### src/rtl/mac_feeder_pkg.sv
// Shared types and defaults for the MAC operand feeder.
package mac_feeder_pkg;

    localparam int DEF_DATA_WIDTH = 8;
    localparam int DEF_LEN        = 8;
    localparam int DEF_MAC_LAT    = 1;

    typedef enum logic [2:0] {
        IDLE,
        CLR,
        STREAM,
        DRAIN,
        RESULT
    } state_t;

    // Wide enough for LEN products of full-scale operands at default sizes.
    function automatic int acc_width(input int data_width);
        return 3 * data_width;
    endfunction

endpackage

### src/rtl/mac_feeder.sv
// Splits an operand-pair stream into dot-product segments and drives a MAC.
// Optional MAC_FEEDER_PERF_EN adds a 32-bit busy-cycle counter output.
module mac_feeder
    import mac_feeder_pkg::*;
#(
    parameter int DATA_WIDTH = DEF_DATA_WIDTH,
    parameter int LEN        = DEF_LEN,
    parameter int ACC_WIDTH  = acc_width(DATA_WIDTH),
    parameter int MAC_LAT    = DEF_MAC_LAT
) (
    input  logic                      clk,
    input  logic                      rst,
    input  logic                      in_valid,
    output logic                      in_ready,
    input  logic [DATA_WIDTH-1:0]     in_a,
    input  logic [DATA_WIDTH-1:0]     in_b,
    input  logic                      in_last,
    output logic                      mac_en,
    output logic                      mac_clr,
    output logic [DATA_WIDTH-1:0]     mac_a,
    output logic [DATA_WIDTH-1:0]     mac_b,
    input  logic [ACC_WIDTH-1:0]      mac_cout,
    output logic                      out_valid,
    input  logic                      out_ready,
    output logic [ACC_WIDTH-1:0]      out_data,
    output logic [$clog2(LEN+1)-1:0]  out_count
`ifdef MAC_FEEDER_PERF_EN
    ,
    output logic [31:0]               busy_cycles
`endif
);

    localparam int CW  = $clog2(LEN + 1);
    localparam int DCW = (MAC_LAT > 0) ? $clog2(MAC_LAT + 1) : 1;

    state_t         state;
    state_t         state_n;
    logic [CW-1:0]  cnt;
    logic [DCW-1:0] drain;
    logic           hs;
    logic           drain_last;

    assign hs         = in_valid & in_ready;
    assign drain_last = (drain == DCW'(MAC_LAT));

    always_ff @(posedge clk) begin
        if (rst) begin
            state <= IDLE;
        end else begin
            state <= state_n;
        end
    end

    always_comb begin
        state_n   = state;
        in_ready  = 1'b0;
        mac_clr   = 1'b0;
        out_valid = 1'b0;
        unique case (state)
            IDLE: begin
                if (in_valid) state_n = CLR;
            end
            CLR: begin
                mac_clr = 1'b1;
                state_n = STREAM;
            end
            STREAM: begin
                in_ready = 1'b1;
                // Segment ends on in_last or on reaching LEN pairs.
                if (in_valid && (in_last || cnt == CW'(LEN - 1)))
                    state_n = DRAIN;
            end
            DRAIN: begin
                if (drain_last) state_n = RESULT;
            end
            RESULT: begin
                out_valid = 1'b1;
                if (out_ready) state_n = IDLE;
            end
            default: state_n = IDLE;
        endcase
    end

    always_ff @(posedge clk) begin
        if (rst) begin
            mac_en    <= 1'b0;
            mac_a     <= '0;
            mac_b     <= '0;
            cnt       <= '0;
            drain     <= '0;
            out_data  <= '0;
            out_count <= '0;
        end else begin
            mac_en <= hs;
            if (hs) begin
                mac_a <= in_a;
                mac_b <= in_b;
                cnt   <= cnt + 1'b1;
            end
            if (state == CLR) cnt <= '0;
            if (state == DRAIN) begin
                drain <= drain + 1'b1;
            end else begin
                drain <= '0;
            end
            // Accumulator has settled by the final drain cycle.
            if (state == DRAIN && drain_last) begin
                out_data  <= mac_cout;
                out_count <= cnt;
            end
        end
    end

`ifdef MAC_FEEDER_PERF_EN
    always_ff @(posedge clk) begin
        if (rst) begin
            busy_cycles <= '0;
        end else if (state != IDLE) begin
            busy_cycles <= busy_cycles + 32'd1;
        end
    end
`endif

endmodule

### config.mk
export PLATFORM = sky130hd
export DESIGN_NAME = mac_feeder
export DESIGN_NICKNAME = d
export VERILOG_FILES = /design/src/rtl/mac_feeder_pkg.sv /design/src/rtl/mac_feeder.sv
export SDC_FILE = /design/constraint.sdc
export NUM_CORES = 1
export LEC_CHECK = 0
export CAP_MARGIN = 40
export CORE_ASPECT_RATIO = 1.75
export CORE_UTILIZATION = 44
export DETAILED_ROUTE_END_ITERATION = 16
export PLACE_DENSITY_LB_ADDON = 0.1
export SYNTH_ARGS = -nofsm -noshare
export SYNTH_HDL_FRONTEND = slang
export SYNTH_SLANG_ARGS = --single-unit
### constraint.sdc
create_clock -name clk -period 3.2 [get_ports clk]
set_input_delay 0.48 -clock clk [delete_from_list [all_inputs] [get_ports clk]]
set_output_delay 0.48 -clock clk [all_outputs]
set_load 0.03 [all_outputs]
**Yosys cells after proc, flatten, opt, wreduce, memory -nomap -nowiden**

Index checks and enable logic that the tools add are counted.

- Register bits: 53
- Input bits: 45

- Bitwise operators: 2
- Equality and inequality tests: 9
- Mux-type cells: 8
- Reductions and logical operators: 7
- Add/subtract/negate cells: 2

Operators by type and width:

| kind | count |
|---|---|
| $pmux W3 S5 | 1 |
| $mux W3 | 4 |
| $ne A2 B2 Y1 const B | 4 |
| $eq A3 B2 Y1 const B | 2 |
| $add A4 B1 Y4 const B | 1 |
| $eq A4 B3 Y1 const B | 1 |
| $reduce_and A4 Y1 | 1 |
| $reduce_or A2 Y1 | 2 |
| $eq A3 B1 Y1 const B | 1 |
| $eq A3 B3 Y1 const B | 1 |
| $logic_not A3 Y1 | 1 |
| $mux W1 | 3 |
| $logic_and A1 B1 Y1 | 2 |
| $add A1 B1 Y1 const B | 1 |
| $and A1 B1 Y1 | 1 |
| $logic_or A1 B1 Y1 | 1 |
| $not A1 Y1 | 1 |

**Depth between registers and ports, before layout**

Gate-level depths: netlist of run 1.

- Word-level depth: 5
- Mapped depth: 6
- Mapped depth without buffers: 4

**Worst setup path before layout of run 1**

OpenSTA, ideal clock, no wires.

- Kind: register to output
- Start: reg state[1]
- End: out out_valid
- Stages on the path, launching flop included: 3
- Path slack: 1.496 ns
- Data arrival time: 1.224 ns
- Required time: 2.720 ns
- Cells stage by stage: dfxtp_1 -> buf_2 -> nor3b_1

- Word-level cells in the longest chain between the ends: 2

Ends and longest elaborated chain:

| what | RTL line | RTL |
|---|---|---|
| from (decl) | mac_feeder.sv:36 | `state_t state;` |
| from (signal assigned) | mac_feeder.sv:50 | `state <= state_n;` |
| $eq A3 B3 Y1 | mac_feeder.sv:59 | `unique case (state)` |
| $mux W1 | mac_feeder.sv:59 |  |
| to (decl) | mac_feeder.sv:23 | `output logic out_valid,` |

Every way passes these cells.

**Worst setup path in the final report of run 1**

- Start: reg state[2]
- End: out out_valid

Same word-level chain as after synthesis.

==> out/metrics.yaml, run 1 <==
clk_pin_slew_ns: 0.08
rows: 32
period_minus_slack_ns: 2.36
postRouteAntennaNets: 0
antenna_found_initial: 0
synth_nets: 284
critPathMaxStageDelay_ns: 0.74
power_uw: 1170
cts_tree: "built"
path_cells: "nor3b_1 -> clkdlybuf4s50_1"
regArea_um2: 1060
critPathArrivalTime_ns: 1.88
fill_cells: 390
drt_wl_total_um: 4310
grt_pass1_vias: 1677
worstMarginPinSlew_ns: 0.831
postSynthCellCount: 238
grt_max_degree: 29
status: "finished, final reports clean"
crit_required_ns: 2.72
detail_route.wl_per_cell_um: 11.5
insertion_delay_ns: 0.29
drtPass1Iterations: 4
synth_edf_count: 0
num_vias: 1807
post_cts_resized: 0
yosysMostFrequentCell: "nand2_1"
place_congestion: 0.693
grt_overflow: 0
cts_max_level: 2
synth_ff_type: "dfxtp_1"
min_path_type: "flip-flop to flip-flop"
max_freq_ghz: 0.424
yosysTopAreaCellShare_pct: 52.4
syn_to_final_growth_pct: 48.3
cts_hold_buf: 0
cts_root_buf: "clkbuf_8"
relSlewSlack_pct: 44.6
floorplan.die_area_um2: 4890
syn_area_um2: 2030
clock_sinks: 53
cp-end-kind: "output port"
crit_type: "flip-flop to output port"
holdWs_ns: 0.455
fp.dieW_um: 53.3
viasPerCell: 4.83
rsz0062_at_grt: "no"
multi_input_area_um2: 836
grt_usage_pct: 19.1
finalCritPeriodShare_pct: 73.7
initial_core_util_pct: 46.0
cts_buffers: 5
irDropWorstVdd_uv: 363
hold_viol_final: 0
avgSynthCellArea_um2: 8.51
utilization_pct: 68.2
die_height_um: 91.8
grt_pass1_wl_um: 7000
seq_area_frac_synth_pct: 52.4
drtIter0Drc: 21
async_flop_share_pct: 0
fin_tns_setup_ns: 0
io_pins: 93
finalNetCount: 369
core_um2: 4400
cp-start-kind: "flip-flop"
io_buffers: 92
path_max_fanout: 10
synth_seq_cells: 53
cap_violations: 0
setup_viol: 0
worst_path_max_delay_cell: "clkdlybuf4s50_1"
reg2reg_slack_ns: 1.55
synth_commonest_cells: "81 x nand2_1, 53 x dfxtp_1, 38 x a21oi_1"
synth_cell_types: 31
layout-drive-gt1-share_pct: 9.91
dpl.hpwl_um: 3130
antenna_cells: 0
synth.area.top_cells: "dfxtp_1 52%, nand2_1 15%, a21oi_1 9.4%, a21oi_2 4.3%, nand2_2 3.1%"
cts_setup_buffers: 0
maxSlewViolCount: 0
drc: 0
clockBufferDepth: 2
yosys.area.top_type: "dfxtp_1"
yosysWarnings: 0
power.density_nw_per_um2: 390
p_leak_uw: 0.00100
clock_skew_ns: 0.00417
## through the flow
| step | instances | area (um2) | setup WS (ns) |
|---|---|---|---|
| after global routing | 374 | 3000 | 0.753 |
| after floorplan | 238 | 2030 | 1.50 |
| final | 374 | 3000 | 0.842 |
| after CTS | 374 | 3000 | 0.854 |
| after detailed placement | 367 | 2920 | 1.09 |
| after global placement | 366 | 2900 | 1.09 |
## cell type report
class	instances	share of cell area (%)
clock buffers	7	2.87
multi-input cells	166	27.8
inverters	1	0.125
repair buffers	96	31.7
flip-flops and latches	53	35.3
well taps	51	2.12
## report_power, final
group          switching (uW)  total (uW)  internal [uW]  leakage, uW
combinational            56.2         131           74.4     0.000532
sequential               8.77         677            668     0.000428
clock                     192         364            172    0.0000443
total                     257        1170            915      0.00100
## cell families (layout without fill, tap and decap cells)
group           Yosys count  in the layout  synth area share, %
compound gates           52             52                 14.8
simple gates            112            112                 25.4
fa+ha+maj                 1              1                0.618
flops                    53             53                 52.4
buf+inv                  19            104                 6.36
xor+xnor                  1              1                0.432
## metal layers
layer	share of wire (%)	routed length, um	track usage [%]	vias up
met5	0	0	0	-
met4	2.8	119	8.77	0
met3	6.3	272	5.14	9
met2	53	2260	34.5	59
met1	38	1650	18.9	801
li1	-	-	-	938
## critical path, delay by kind of cell (launching register included)
kind,cells,cell delay (ns)
buffers and inverters,1,0.74
AND/OR/NAND/NOR,1,0.36
flip-flops,1,0.49
## cells in the final DEF, fill, tap and decap left out
master           netlist  routed
clkbuf_1               5       1
xnor2_1                1       1
nand2b_1               1       1
dfxtp_1               53      53
or2_2                  1       1
and4bb_1               1       1
buf_8                  1       1
o21ai_0                1       1
buf_4                  3       3
and4b_1                2       2
clkdlybuf4s50_1        0      91
clkbuf_8               0       6
nor4b_1                1       1
inv_1                  1       1
nand4b_1               1       1
nand2_1               81      81
a21o_1                 1       1
nor2b_1                1       1
nor2_1                 4       4
a21oi_2               10      10
nand2_2               10      10
or3_1                  2       2
ha_1                   1       1
nand4bb_1              1       1
and3_1                 1       1
o21ai_1                2       2
nand3_1                1       1
a21oi_1               38      38
nor4_1                 1       1
nor3b_1                3       3
buf_2                  4       1
## path summary, 6_finish.rpt
kind	startpoint	to	cells past startpoint
min	out_data[4]	out_data[4]	2
max reg2reg	state[1]	cnt[3]	3
min reg2reg	out_data[4]	out_data[4]	2
max	state[2]	out_valid	2
## registers in the layout (all words and copies together), names as in the netlist
register	count
mac_b	8
out_count	4
cnt	4
state	3
mac_en	1
drain	1
out_data	24
mac_a	8
Note: power is estimated with default switching activity, not from simulation.
==> run 2: changes to the inputs <==
- CORE_UTILIZATION: 44 -> 41
- clock period: 3.2 -> 2.24 ns (I/O delays scaled with it)
==> out/metrics.yaml, run 2 (synthesis results as in run 1) <==
num_vias: 1801  # -0.33%
drtPass1Iterations: 4  # unchanged
crit_required_ns: 1.90  # -0.82 ns
switching_share_pct: 22.1  # +0.17 points
antenna_found_initial: 0  # unchanged
final_common_cell: "clkdlybuf4s50_1"
fp.dieW_um: 55.1  # +3.5%
power_frac_seq_pct: 57.5  # -0.3 points
reg2reg_slack_ns: 0.92  # -0.63 ns
cts_setup_buffers: 0  # unchanged
clock_sinks: 53  # unchanged
worstMarginPinSlew_ns: 0.347  # -0.484 ns
grt_pass1_wl_um: 6650  # -4.9%
crit_type: "flip-flop to output port"
viasPerCell: 4.75  # -1.6%
internal_power_uw: 1310  # +43%
grt_max_degree: 29  # unchanged
rr_startpoint: "state[1]"
insertion_delay_ns: 0.30  # about the same
drt_wl_total_um: 4310  # about the same
grt_pass1_vias: 1538  # -8.3%
cts_buffers: 5  # unchanged
cp-start-kind: "flip-flop"
cts_tree: "built"
p_sw_uw: 372  # +45%
io_pins: 93  # unchanged
cp-end-kind: "output port"
reg2reg_to: "cnt[3]"
relSlewSlack_pct: 76.8  # +32 points
path_max_fanout: 10  # unchanged
grt_overflow: 0  # unchanged
p_clk_share_pct: 31.1  # about the same
syn_to_final_growth_pct: 49.5
status: "finished, final reports clean"
rr_worst_depth: 3  # unchanged
maxSlewViolCount: 0  # unchanged
setup_viol: 0  # unchanged
dpl.hpwl_um: 3120  # -0.16%
initial_core_util_pct: 43.0  # -3.0 points
cts_hold_buf: 0  # unchanged
finalNetCount: 373  # +1.1%
cap_violations: 0  # unchanged
grt_usage_pct: 17.3  # -1.7 points
met1_usage_pct: 18.0  # -0.88 points
detail_route.wl_per_cell_um: 11.4  # -1.4%
floorplan.die_area_um2: 5240  # +7.1%
hold_viol_final: 0  # unchanged
min_to: "mac_a[5]"
finalCritPeriodShare_pct: 94.3
max_freq_ghz: 0.473
hold_path_startpoint: "rst"
cts_root_buf: "clkbuf_8"
drc: 0  # unchanged
globalRouteMet2Util_pct: 31.4  # -3.1 points
cts_max_level: 2  # unchanged
period_minus_slack_ns: 2.11
place_congestion: 0.692  # -0.20%
critPathArrivalTime_ns: 1.78  # -0.10 ns
antenna_cells: 0  # unchanged
power_frac_comb_pct: 11.4  # +0.3 points
die_height_um: 95.0  # +3.5%
fin_tns_setup_ns: 0  # unchanged
clk_pin_slew_ns: 0.09  # about the same
post_cts_resized: 0  # unchanged
io_buffers: 92  # unchanged
min_path_type: "input pin to flip-flop"
utilization_pct: 64.3  # -3.9 points
largest-register: "out_data"
largest_register_ffs: 24  # unchanged
irDropWorstVdd_uv: 450  # +24%
largestRegisters: "out_data (24), mac_a (8), mac_b (8)"
clock_skew_ns: 0.00367  # -0.000503 ns
rsz0062_at_grt: "no"
drtIter0Drc: 7  # -67%
layout-drive-gt1-share_pct: 11.0  # +1.1 points
postRouteAntennaNets: 0  # unchanged
clockBufferDepth: 2  # unchanged
p_leak_uw: 0.00102  # +1.8%
final_cell_mix: "91 x clkdlybuf4s50_1, 81 x nand2_1, 53 x dfxtp_1"
use_met3_pct: 3.70  # -1.4 points
core_um2: 4710  # +6.9%
worstHoldPathCells: 2  # unchanged
power.density_nw_per_um2: 555  # +42%
grt-busiest-layer: "met2"
rows: 33  # +3.1%
fill_cells: 406  # +4.1%
[run 2: changes by cell type in the layout (fill, tap and decap cells not counted), sizes merged]
cell / delta
buf: +4
[run 2: critical path, stage by stage, from the launching register on]
cell	delay, ns
dfxtp_1	0.47
nor3b_1	0.29
clkdlybuf4s50_1	0.72
[run 2: power groups by stage]
| stage | clock network (uW) | registers [uW] | logic, uW |
|---|---|---|---|
| detailed placement | 0 | 989 | 193 |
| CTS | 550 | 967 | 194 |
| floorplan | 0 | 1000 | 68.6 |
| global placement | 0 | 989 | 193 |
| global route | 581 | 970 | 206 |
| finish | 523 | 967 | 191 |
[run 2: stage by stage]
step	instance area [um2]	power (uW)	setup slack, ns	instances	hold slack, ns
2_1_floorplan	2030	1070	0.590	238	0.449
3_3_place_gp	2940	1180	0.479	372	0.441
3_5_place_dp	2940	1180	0.475	372	0.446
4_1_cts	3030	1710	0.128	379	0.420
5_1_grt	3030	1760	0.0205	379	0.440
6_report	3030	1680	0.128	379	0.428
[run 2: area by class of cell]
type | count | area, um2 | area share (%)
clock buffers | 7 | 86.3 | 2.85
repair buffers | 100 | 976 | 32.2
inverters | 1 | 3.75 | 0.124
flip-flops and latches | 53 | 1060 | 35.0
well taps | 52 | 65.1 | 2.15
multi-input cells | 166 | 836 | 27.6
[run 2: worst max-delay path by stage]
stage / startpoint / end / slack (ns)
6_report: state[2] / out_valid / 0.13
5_1_grt: state[2] / out_valid / 0.02
3_5_place_dp: state[2] / out_valid / 0.48
3_3_place_gp: state[2] / out_valid / 0.48
4_1_cts: state[0] / mac_clr / 0.13
2_1_floorplan: state[0] / cnt[0] / 0.59
[run 2: per-layer routing]
metal | wire (um) | share of wire [%]
met2 | 2210 | 51
met5 | 0 | 0
met1 | 1790 | 41
met3 | 238 | 5.5
met4 | 67 | 1.6
